## src/rtl/trigger_pkg.sv

```systemverilog
`default_nettype none
// trigger_pkg: mode/state encodings and default constants for multi_trigger_gen (rev 1.0)
package trigger_pkg;

  typedef enum logic [1:0] {
    MODE_OFF     = 2'd0,
    MODE_CONT    = 2'd1,
    MODE_ONESHOT = 2'd2,
    MODE_BURST   = 2'd3
  } mode_e;

  typedef enum logic [1:0] {
    ST_IDLE  = 2'd0,
    ST_DELAY = 2'd1,
    ST_RUN   = 2'd2
  } state_e;

  localparam int DEF_NUM_CH     = 4;
  localparam int DEF_CNT_W      = 32;
  localparam int DEF_BURST_W    = 8;
  localparam int DEF_PERIOD_CYC = 600000;
  localparam int DEF_WIDTH_CYC  = 120;
  localparam int DEF_AUTO_RUN   = 1;

endpackage
`default_nettype wire

```

## src/rtl/trigger_channel.sv

```systemverilog
`default_nettype none
// trigger_channel: one channel with shadow/active config, state machine and counters (rev 1.0)
module trigger_channel
  import trigger_pkg::*;
#(
  parameter int CNT_W      = DEF_CNT_W,
  parameter int BURST_W    = DEF_BURST_W,
  parameter int DEF_PERIOD = DEF_PERIOD_CYC,
  parameter int DEF_WIDTH  = DEF_WIDTH_CYC,
  parameter int AUTO_RUN   = DEF_AUTO_RUN
) (
  input  logic               clk,
  input  logic               rst,
  input  logic               cfg_we,
  input  logic [CNT_W-1:0]   cfg_period,
  input  logic [CNT_W-1:0]   cfg_width,
  input  logic [CNT_W-1:0]   cfg_phase,
  input  logic [1:0]         cfg_mode,
  input  logic [BURST_W-1:0] cfg_burst,
  input  logic               start,
  input  logic               stop,
  output logic               trigger,
  output logic               busy,
  output logic               done
);

  logic [CNT_W-1:0]   sh_period, sh_width, sh_phase;
  mode_e              sh_mode;
  logic [BURST_W-1:0] sh_burst;

  logic [CNT_W-1:0]   nx_period, nx_width, nx_phase, nx_last;
  mode_e              nx_mode;
  logic [BURST_W-1:0] nx_burst, nx_burst_last;

  logic [CNT_W-1:0]   act_width, act_last;
  mode_e              act_mode;
  state_e             state;
  logic [CNT_W-1:0]   cnt;
  logic [BURST_W-1:0] rem;
  logic               auto_pend;

  // A write in the same cycle as a load takes effect immediately.
  always_comb begin
    nx_period = sh_period;
    nx_width  = sh_width;
    nx_phase  = sh_phase;
    nx_mode   = sh_mode;
    nx_burst  = sh_burst;
    if (cfg_we) begin
      nx_period = cfg_period;
      nx_width  = cfg_width;
      nx_phase  = cfg_phase;
      nx_mode   = mode_e'(cfg_mode);
      nx_burst  = cfg_burst;
    end
  end

  assign nx_last       = (nx_period == '0) ? '0 : nx_period - CNT_W'(1);
  assign nx_burst_last = (nx_burst == '0) ? '0 : nx_burst - BURST_W'(1);

  always_ff @(posedge clk) begin
    if (rst) begin
      sh_period <= CNT_W'(DEF_PERIOD);
      sh_width  <= CNT_W'(DEF_WIDTH);
      sh_phase  <= '0;
      sh_mode   <= MODE_CONT;
      sh_burst  <= BURST_W'(1);
    end else if (cfg_we) begin
      sh_period <= nx_period;
      sh_width  <= nx_width;
      sh_phase  <= nx_phase;
      sh_mode   <= nx_mode;
      sh_burst  <= nx_burst;
    end
  end

  always_ff @(posedge clk) begin
    if (rst) begin
      state     <= ST_IDLE;
      trigger   <= 1'b0;
      busy      <= 1'b0;
      done      <= 1'b0;
      cnt       <= '0;
      rem       <= '0;
      act_width <= '0;
      act_last  <= '0;
      act_mode  <= MODE_CONT;
      auto_pend <= (AUTO_RUN != 0);
    end else begin
      done      <= 1'b0;
      auto_pend <= 1'b0;
      if (stop) begin
        state   <= ST_IDLE;
        trigger <= 1'b0;
        busy    <= 1'b0;
      end else begin
        case (state)
          ST_IDLE: begin
            if ((start || auto_pend) && nx_mode != MODE_OFF) begin
              act_width <= nx_width;
              act_last  <= nx_last;
              act_mode  <= nx_mode;
              rem       <= nx_burst_last;
              busy      <= 1'b1;
              if (nx_phase != '0) begin
                state   <= ST_DELAY;
                cnt     <= nx_phase - CNT_W'(1);
                trigger <= 1'b0;
              end else begin
                state   <= ST_RUN;
                cnt     <= '0;
                trigger <= (nx_width != '0);
              end
            end
          end
          ST_DELAY: begin
            if (cnt == '0) begin
              state   <= ST_RUN;
              trigger <= (act_width != '0);
            end else begin
              cnt <= cnt - CNT_W'(1);
            end
          end
          ST_RUN: begin
            if (cnt == act_last) begin
              if (act_mode == MODE_ONESHOT || (act_mode == MODE_BURST && rem == '0)) begin
                state   <= ST_IDLE;
                trigger <= 1'b0;
                busy    <= 1'b0;
                done    <= 1'b1;
              end else if (nx_mode == MODE_OFF) begin
                state   <= ST_IDLE;
                trigger <= 1'b0;
                busy    <= 1'b0;
              end else begin
                // Period boundary: pick up the shadow config for the next period.
                cnt       <= '0;
                act_width <= nx_width;
                act_last  <= nx_last;
                act_mode  <= nx_mode;
                rem       <= (act_mode == MODE_BURST) ? rem - BURST_W'(1) : nx_burst_last;
                trigger   <= (nx_width != '0);
              end
            end else begin
              cnt     <= cnt + CNT_W'(1);
              trigger <= (cnt + CNT_W'(1)) < act_width;
            end
          end
          default: begin
            state   <= ST_IDLE;
            trigger <= 1'b0;
            busy    <= 1'b0;
          end
        endcase
      end
    end
  end

endmodule
`default_nettype wire

```

## src/rtl/multi_trigger_gen.sv

```systemverilog
`default_nettype none
// multi_trigger_gen: NUM_CH independent periodic trigger channels behind one config write port (rev 1.0)
module multi_trigger_gen
  import trigger_pkg::*;
#(
  parameter int NUM_CH     = DEF_NUM_CH,
  parameter int CNT_W      = DEF_CNT_W,
  parameter int BURST_W    = DEF_BURST_W,
  parameter int DEF_PERIOD = DEF_PERIOD_CYC,
  parameter int DEF_WIDTH  = DEF_WIDTH_CYC,
  parameter int AUTO_RUN   = DEF_AUTO_RUN,
  localparam int CH_W      = (NUM_CH > 1) ? $clog2(NUM_CH) : 1
) (
  input  logic               clk,
  input  logic               rst,
  input  logic               cfg_we,
  input  logic [CH_W-1:0]    cfg_ch,
  input  logic [CNT_W-1:0]   cfg_period,
  input  logic [CNT_W-1:0]   cfg_width,
  input  logic [CNT_W-1:0]   cfg_phase,
  input  logic [1:0]         cfg_mode,
  input  logic [BURST_W-1:0] cfg_burst,
  input  logic [NUM_CH-1:0]  start,
  input  logic [NUM_CH-1:0]  stop,
  output logic [NUM_CH-1:0]  trigger,
  output logic [NUM_CH-1:0]  busy,
  output logic [NUM_CH-1:0]  done
);

  for (genvar i = 0; i < NUM_CH; i++) begin : g_ch
    trigger_channel #(
      .CNT_W      (CNT_W),
      .BURST_W    (BURST_W),
      .DEF_PERIOD (DEF_PERIOD),
      .DEF_WIDTH  (DEF_WIDTH),
      .AUTO_RUN   (AUTO_RUN)
    ) u_ch (
      .clk        (clk),
      .rst        (rst),
      .cfg_we     (cfg_we && (cfg_ch == CH_W'(i))),
      .cfg_period (cfg_period),
      .cfg_width  (cfg_width),
      .cfg_phase  (cfg_phase),
      .cfg_mode   (cfg_mode),
      .cfg_burst  (cfg_burst),
      .start      (start[i]),
      .stop       (stop[i]),
      .trigger    (trigger[i]),
      .busy       (busy[i]),
      .done       (done[i])
    );
  end

endmodule
`default_nettype wire

```

## config.mk

```make
export PLATFORM = sky130hd
export DESIGN_NAME = multi_trigger_gen
export DESIGN_NICKNAME = d
export VERILOG_FILES = /design/src/rtl/trigger_pkg.sv /design/src/rtl/trigger_channel.sv /design/src/rtl/multi_trigger_gen.sv
export SDC_FILE = /design/constraint.sdc
export NUM_CORES = 2
export LEC_CHECK = 0
export CAP_MARGIN = 20
export CORE_AREA = 2 2 298 300
export CTS_BUF_LIST = sky130_fd_sc_hd__clkbuf_4
export CTS_CLUSTER_DIAMETER = 80
export DETAILED_ROUTE_END_ITERATION = 7
export DIE_AREA = 0 0 300 302
export PLACE_DENSITY = 0.77
export SYNTH_ARGS = -nofsm -noshare
export SYNTH_HDL_FRONTEND = slang
export SYNTH_HIERARCHICAL = 1
export SYNTH_SLANG_ARGS = --single-unit
```

## constraint.sdc

```tcl
create_clock -name clk -period 14.41 [get_ports clk]
set_input_delay 2.1615 -clock clk [delete_from_list [all_inputs] [get_ports clk]]
set_output_delay 2.1615 -clock clk [all_outputs]
set_load 0.05 [all_outputs]
```

# Word level (Yosys, flattened, before mapping)
# Cells that the tools add are included.
# totals
regBits	869
input_bits	119
out_inout_bits	12
word_cells	478
# op_classes
add_sub_neg	24
magnitude_cmp	4
n_eq_ne	59
n_mux	221
bitwise	16
reduce_logical	97
# op_table
operator	count
two-way mux 32 bit	72
case mux 32 bit (2 select lines)	8
case mux 32 bit (3 select lines)	4
nonzero test 32 bit	12
subtractor 32 x 1 -> 32 bit (second input constant)	12
zero test 32 bit	8
two-way mux 8 bit	28
adder 32 x 1 -> 32 bit (second input constant)	4
== test 32 bit	4
< comparator 32 bit	4
two-way mux 2 bit	44
zero test 8 bit	8
case mux 8 bit (2 select lines)	4
subtractor 8 x 1 -> 8 bit (second input constant)	8
AND reduction 6 bit	8
two-way mux 1 bit	45
AND reduction 4 bit	8
== test 2 bit (second input constant)	14
!= test 2 x 1 -> 1 bit (second input constant)	12
!= test 2 bit (second input constant)	12
!= test 3 bit (second input constant)	8
case mux 1 bit (3 select lines)	8
case mux 2 bit (3 select lines)	4
zero test 2 bit	9
11 further kinds	73

# Longest topological paths before layout
# logic_depth
ltp_word	10
ltp_mapped	23
mapped_depth_nobuf	14

# Hierarchy
# Netlist, hierarchy kept.
# modules_own_cells
module	n_inst	cells_per_inst	area_each_um2	seq_area_each_um2
trigger_channel (g_ch[0].u_ch ...)	2	1570	12991.2	4364.2
trigger_channel (g_ch[2].u_ch)	1	1566	12990.0	4364.2
trigger_channel (g_ch[3].u_ch)	1	1538	12856.1	4364.2
multi_trigger_gen	1	4	37.5	0.0

# Worst setup path after synthesis
# No wires, ideal clock.
# synth_path
kind	input to register
startpoint	in cfg_ch[0]
endpoint	reg g_ch[2].u_ch.cnt[24]
setup_time_ps	129
arrival_ps	6778
required_ps	14281
setup_slack_ps	7503
stages	23
path_buffers	13
path_cell_list	and3b_1 buf_4 buf_6 buf_4 buf_4 buf_2 buf_4 buf_4 buf_4 buf_2 buf_4 mux2i_1 ha_1 nor4bb_1 o22ai_1 or3_1 clkbuf_1 nor3_4 nor2_1 buf_6 buf_6 a221oi_2 o32ai_1
# synth_via
elab_chain_cells	7
elab_cells_between_ends	15
classes_between	1 x add/sub; 3 x eq/ne; 5 x mux; 6 x reduce/logical
# synth_rtl
element	line	rtl
start, declared	multi_trigger_gen.sv:17	input logic [CH_W-1:0] cfg_ch,
== test 2 bit *	multi_trigger_gen.sv:40	.cfg_we (cfg_we && (cfg_ch == CH_W'(i))),
logical AND 1 bit *	multi_trigger_gen.sv:40	
two-way mux 32 bit / two-way mux 2 bit (equally long branches)	trigger_channel.sv:49	if (cfg_we) begin
subtractor 32 x 1 -> 32 bit, or another cell as far along	trigger_channel.sv:107	cnt <= nx_phase - CNT_W'(1);
two-way mux 32 bit / logical AND 1 bit (equally long branches)	trigger_channel.sv:105, trigger_channel.sv:99	
two-way mux 32 bit / != test 2 x 1 -> 1 bit (equally long branches)	--	
case mux 32 bit (3 select lines) / AND reduction 6 bit (equally long branches)	--	
end signal, assigned	trigger_channel.sv:107	
end signal, assigned	trigger_channel.sv:121	cnt <= cnt - CNT_W'(1);
end signal, assigned	trigger_channel.sv:145	cnt <= cnt + CNT_W'(1);
end, declared	trigger_channel.sv:38	logic [CNT_W-1:0] cnt;
# Every way passes the cells marked *; elsewhere a longest branch is shown, timed or not. The select of a mux whose other input is x is not followed.
# A chain may end at the register's enable or synchronous reset.

# Worst setup path after layout
# layout_path
startpoint	in cfg_ch[1]
endpoint	reg g_ch[3].u_ch.cnt[26]
# layout_via
elab_chain_cells	7
elab_cells_between_ends	15
classes_between	1 x add/sub; 3 x eq/ne; 5 x mux; 6 x reduce/logical
# layout_rtl
element	line
== test 2 bit *	multi_trigger_gen.sv:40
logical AND 1 bit *	multi_trigger_gen.sv:40
two-way mux 32 bit / two-way mux 2 bit (equally long branches)	trigger_channel.sv:49
subtractor 32 x 1 -> 32 bit, or another cell as far along	trigger_channel.sv:107
two-way mux 32 bit / logical AND 1 bit (equally long branches)	trigger_channel.sv:105, trigger_channel.sv:99
two-way mux 32 bit / != test 2 x 1 -> 1 bit (equally long branches)	--
case mux 32 bit (3 select lines) / AND reduction 6 bit (equally long branches)	--
end signal, assigned	trigger_channel.sv:107
end signal, assigned	trigger_channel.sv:121
end signal, assigned	trigger_channel.sv:145
end, declared	trigger_channel.sv:38
# Marked as above.

==> summary.txt <==
Worst setup path
  • Kind of cell with the highest combined delay on the critical path: buffers and inverters
  • RR Endpoint: g_ch[3].u_ch/trigger
  • Highest net fanout along the worst path: 66
  • Critical path class: input port to flip-flop
  • Startpoint class of the critical path: input port
  • Critical Path Slowest Stage Cell: sky130_fd_sc_hd__buf_4
  • Reg-to-reg setup timing slack: 9.78 ns
  • Path depth of the worst reg2reg path: 14
  • Arrival time reported for the critical path endpoint: 7.69 ns
  • Data required, critical path: 15.36 ns
  • Ordered list of cells on the worst path: clkdlybuf4s50_1 -> and3_4 -> buf_4 -> buf_4 -> or4b_1 -> a222oi_1 -> nand4_2 -> nor3_2 -> nor2_2 -> buf_4 -> a221oi_1 -> a211oi_1
  • Start of the worst register-to-register path: g_ch[3].u_ch/cnt[1]
  • CP dominant cell by count: sky130_fd_sc_hd__buf_4
  • Critical path endpoint category: flip-flop
  • Slowest Stage Delay on Critical Path: 0.80 ns
  • Buffering stage count on the worst path with inverters included: 4

Placement
  • Placed standard-cell area: 53500 µm²
  • Number of buffers added on ports: 130
  • Total instance count after detailed placement: 7184
  • Detail Placement HPWL: between 100000 and 150000 µm
  • Last weighted congestion value of the routability-driven placer: 1.01
  • Pre-CTS setup slack: approximately 6.7 ns

Yosys
  • Netlist cell types: 101
  • Average cell area after synthesis: between 8 and 9 µm²
  • Count of flip-flops with a built-in enable after synthesis: 0
  • Most instantiated flip-flop cell in the synthesis netlist: sky130_fd_sc_hd__dfxtp_1
  • FFs w/ async S/R, synth: 0%
  • Syn Nets: 6535
  • Synth Cell Area: 51900 µm²
  • Post-synthesis register bit count: 872
  • Sequential element share of the synthesized area: 33.7%
  • Yosys synthesis warning count: 6
  • Number of cells produced by synthesis: 6248

GRT
  • Total Routing Usage GR: 38.1%
  • Total congestion overflow after global routing: 0
  • Number of antenna violations at the first check in global routing: 7
  • Wire length of the first global-routing pass: 267000 µm
  • Pin count of the biggest net entering global routing: 217
  • Via count of the first global-routing pass: 45004

Timing
  • Setup Skew: 0.0767 ns
  • Number of hold violations in the final report: 0
  • Number of setup violations in the final report: 0
  • Transition time at the pin with the least slew margin: between 1 and 1.5 ns
  • Worst hold slack: between 0.4 and 0.5 ns
  • Setup TNS after final layout: 0 ns
  • Final slew viol count: 0
  • Unrepaired setup endpoints after global routing: false
  • Part of the cycle the worst path needs: 46.8%
  • Fin crit period: 6.74 ns
  • Max Clock Freq: between 100 and 150 MHz
  • Max-slew headroom: between 20% and 30%
  • Smallest setup slack after layout: 7.67 ns

Clock network
  • CTS sink count: 872
  • Cts repair resizes: 0
  • Clk pin slew, worst setup/hold paths: approximately 0.060 ns
  • H-Tree Level Count: 4
  • CTS Hold Bufs: 0
  • Clock tree root buffer cell: sky130_fd_sc_hd__clkbuf_4
  • Max Buffers Root-to-Sink: 3
  • TritonCTS clock tree: built
  • Later-pin clock latency in the skew report: between 1 and 1.5 ns
  • Count of buffers added by post-CTS timing repair for setup: 0
  • Number of buffers inserted during clock tree synthesis: 226

Status
  • Result of the run: finished clean

Floorplan
  • Floorplan die height: 302 µm
  • Count of pins on the block boundary: 131
  • Number of placement rows: 109
  • Width of the die: roughly 300 µm
  • Core area: 87600 µm²
  • Initial standard-cell utilization of the core: 59.2%
  • Die Footprint: 90600 µm²

Drt
  • DRC violations left: 0
  • Number of search-and-repair iterations in the first detailed-routing pass: 7
  • Via count normalized by instance count: 6.43
  • Final wirelength: 178000 µm
  • Routed len/inst: 23.4 µm
  • Routed via count: 48870
  • Post-DRT Antenna Nets: 0
  • Starting DRC count in detailed routing: 5675

Pwr
  • Peak supply drop: between 0.09 and 0.1 mV
  • Static Leakage: 20.8 nW
  • Power per Cell Area: 123 nW/µm²
  • Post-layout total power: roughly 6.9 mW

Cells and area
  • Final core area utilization: 64.3%
  • Non-Filler Instances: 7599
  • Final design instance area without fill: roughly 56000 µm²
  • # nets final: 6540
  • Layout overhead on the synthesized area: 8.61%
  • Layout cell share with drive strength beyond 1: approximately 8.6%

Worst hold path
  • Launch point of the worst hold path: g_ch[2].u_ch/act_last[1]
  • Class of the most critical hold timing path: flip-flop to flip-flop
  • Hold depth: 2
  • Hold Path End: g_ch[2].u_ch/act_last[1]

Job
  • Max Cap Violations: 0
==> synth_stat cells (27+ instances only) <==
library cell | count | area [µm²]
sky130_fd_sc_hd__a211oi_1 | 228 | 1710
sky130_fd_sc_hd__a21oi_1 | 226 | 1130
sky130_fd_sc_hd__a221oi_1 | 35 | 307
sky130_fd_sc_hd__a22o_1 | 31 | 272
sky130_fd_sc_hd__a22oi_1 | 34 | 255
sky130_fd_sc_hd__and3_1 | 27 | 169
sky130_fd_sc_hd__buf_2 | 60 | 300
sky130_fd_sc_hd__buf_4 | 32 | 240
sky130_fd_sc_hd__clkbuf_1 | 328 | 1230
sky130_fd_sc_hd__dfxtp_1 | 872 | 17500
sky130_fd_sc_hd__ha_1 | 168 | 2100
sky130_fd_sc_hd__inv_1 | 231 | 867
sky130_fd_sc_hd__mux2i_1 | 431 | 4310
sky130_fd_sc_hd__nand2_1 | 298 | 1120
sky130_fd_sc_hd__nand2b_1 | 77 | 482
sky130_fd_sc_hd__nand3_1 | 149 | 746
sky130_fd_sc_hd__nand4_1 | 110 | 688
sky130_fd_sc_hd__nor2_1 | 891 | 3340
sky130_fd_sc_hd__nor2b_1 | 38 | 238
sky130_fd_sc_hd__nor3_1 | 201 | 1010
sky130_fd_sc_hd__nor3b_1 | 60 | 450
sky130_fd_sc_hd__nor4_1 | 227 | 1420
sky130_fd_sc_hd__nor4b_1 | 27 | 236
sky130_fd_sc_hd__o211ai_1 | 64 | 480
sky130_fd_sc_hd__o21ai_0 | 134 | 671
sky130_fd_sc_hd__o22ai_1 | 67 | 419
sky130_fd_sc_hd__o2bb2ai_1 | 55 | 482
sky130_fd_sc_hd__o31ai_1 | 37 | 278
sky130_fd_sc_hd__or3_1 | 96 | 601
sky130_fd_sc_hd__xnor2_1 | 288 | 2520
sky130_fd_sc_hd__xor2_1 | 281 | 2460
==> routing by layer <==
layer / GRT usage (%) / share of wire [%]
met1: 49.2 / 40
met2: 54.9 / 41
met3: 9.65 / 11
met4: 28.3 / 7.8
met5: 0 / 0
==> worst max path at each step <==
stage              start  depth (start not counted)  slack, ns                   end
2_1_floorplan  cfg_ch[0]                         23       7.50  g_ch[2].u_ch/cnt[24]
5_1_grt        cfg_ch[1]                         12       7.39  g_ch[3].u_ch/cnt[30]
3_5_place_dp   cfg_ch[1]                         12       6.71  g_ch[3].u_ch/cnt[21]
4_1_cts        cfg_ch[1]                         12       7.85  g_ch[3].u_ch/cnt[26]
3_3_place_gp   cfg_ch[0]                         12       6.86  g_ch[3].u_ch/cnt[23]
6_report       cfg_ch[1]                         12       7.67  g_ch[3].u_ch/cnt[26]
==> cells in the final DEF (no fill, tap or decap), types with 226 or more instances in the layout <==
cell                       netlist  layout
sky130_fd_sc_hd__nor2_1        891     889
sky130_fd_sc_hd__dfxtp_1       872     872
sky130_fd_sc_hd__mux2i_1       431     431
sky130_fd_sc_hd__clkbuf_4        0     309
sky130_fd_sc_hd__nand2_1       298     298
sky130_fd_sc_hd__xnor2_1       288     288
sky130_fd_sc_hd__xor2_1        281     281
sky130_fd_sc_hd__inv_1         231     231
sky130_fd_sc_hd__a211oi_1      228     227
sky130_fd_sc_hd__a21oi_1       226     226
==> power breakdown <==
part           leakage (nW)  internal (mW)  switching, mW  total (mW)
Clock                  1.62           1.04           1.07        2.11
Combinational          12.0          0.721           1.20        1.93
Sequential             7.13           2.61          0.276        2.88
==> final cells by class <==
class | count | area (µm²)
well taps | 1165 | 1460
fillers | 7496 | 31200
multi-input cells | 4689 | 31600
inverters | 231 | 867
clock buffers | 309 | 2320
flip-flops and latches | 872 | 17500
diodes | 23 | 57.6
clock inverters | 77 | 417
repair buffers | 233 | 2130
==> cells by family after synthesis <==
group	count (synthesis)	share of synthesized area, %
xor gates and xnor gates	569	9.61
and+or+nand+nor	2365	22.9
muxes	446	8.74
buffers and inverters	687	5.61
AOI/OAI and AO/OA	1141	15.4
DFF	872	33.7
adders and majority gates	168	4.05
==> sequential cells by signal, indices dropped and copies added, names as in the netlist <==
name / flops
g_ch.u_ch/act_last: 128
g_ch.u_ch/act_mode: 8
g_ch.u_ch/act_width: 128
g_ch.u_ch/auto_pend: 4
g_ch.u_ch/busy: 4
g_ch.u_ch/cnt: 128
g_ch.u_ch/done: 4
g_ch.u_ch/rem: 32
g_ch.u_ch/sh_burst: 32
g_ch.u_ch/sh_mode: 8
g_ch.u_ch/sh_period: 128
g_ch.u_ch/sh_phase: 128
g_ch.u_ch/sh_width: 128
g_ch.u_ch/state: 8
g_ch.u_ch/trigger: 4
==> worst register-to-register path, cell delays in order (launching register included) <==
cell	delay, ns
sky130_fd_sc_hd__dfxtp_1	0.63
sky130_fd_sc_hd__ha_1	0.30
sky130_fd_sc_hd__nand3_1	0.23
sky130_fd_sc_hd__nor4_2	0.80
sky130_fd_sc_hd__and2_1	0.31
sky130_fd_sc_hd__nand3_1	0.11
sky130_fd_sc_hd__xnor2_1	0.30
sky130_fd_sc_hd__ha_1	0.31
sky130_fd_sc_hd__nand4_1	0.18
sky130_fd_sc_hd__nor3_1	0.14
sky130_fd_sc_hd__nand2_1	0.11
sky130_fd_sc_hd__o21ai_0	0.08
sky130_fd_sc_hd__or3b_2	0.43
sky130_fd_sc_hd__nor3_1	0.42
sky130_fd_sc_hd__o211a_1	0.22
(Power assumes the default switching activity.)
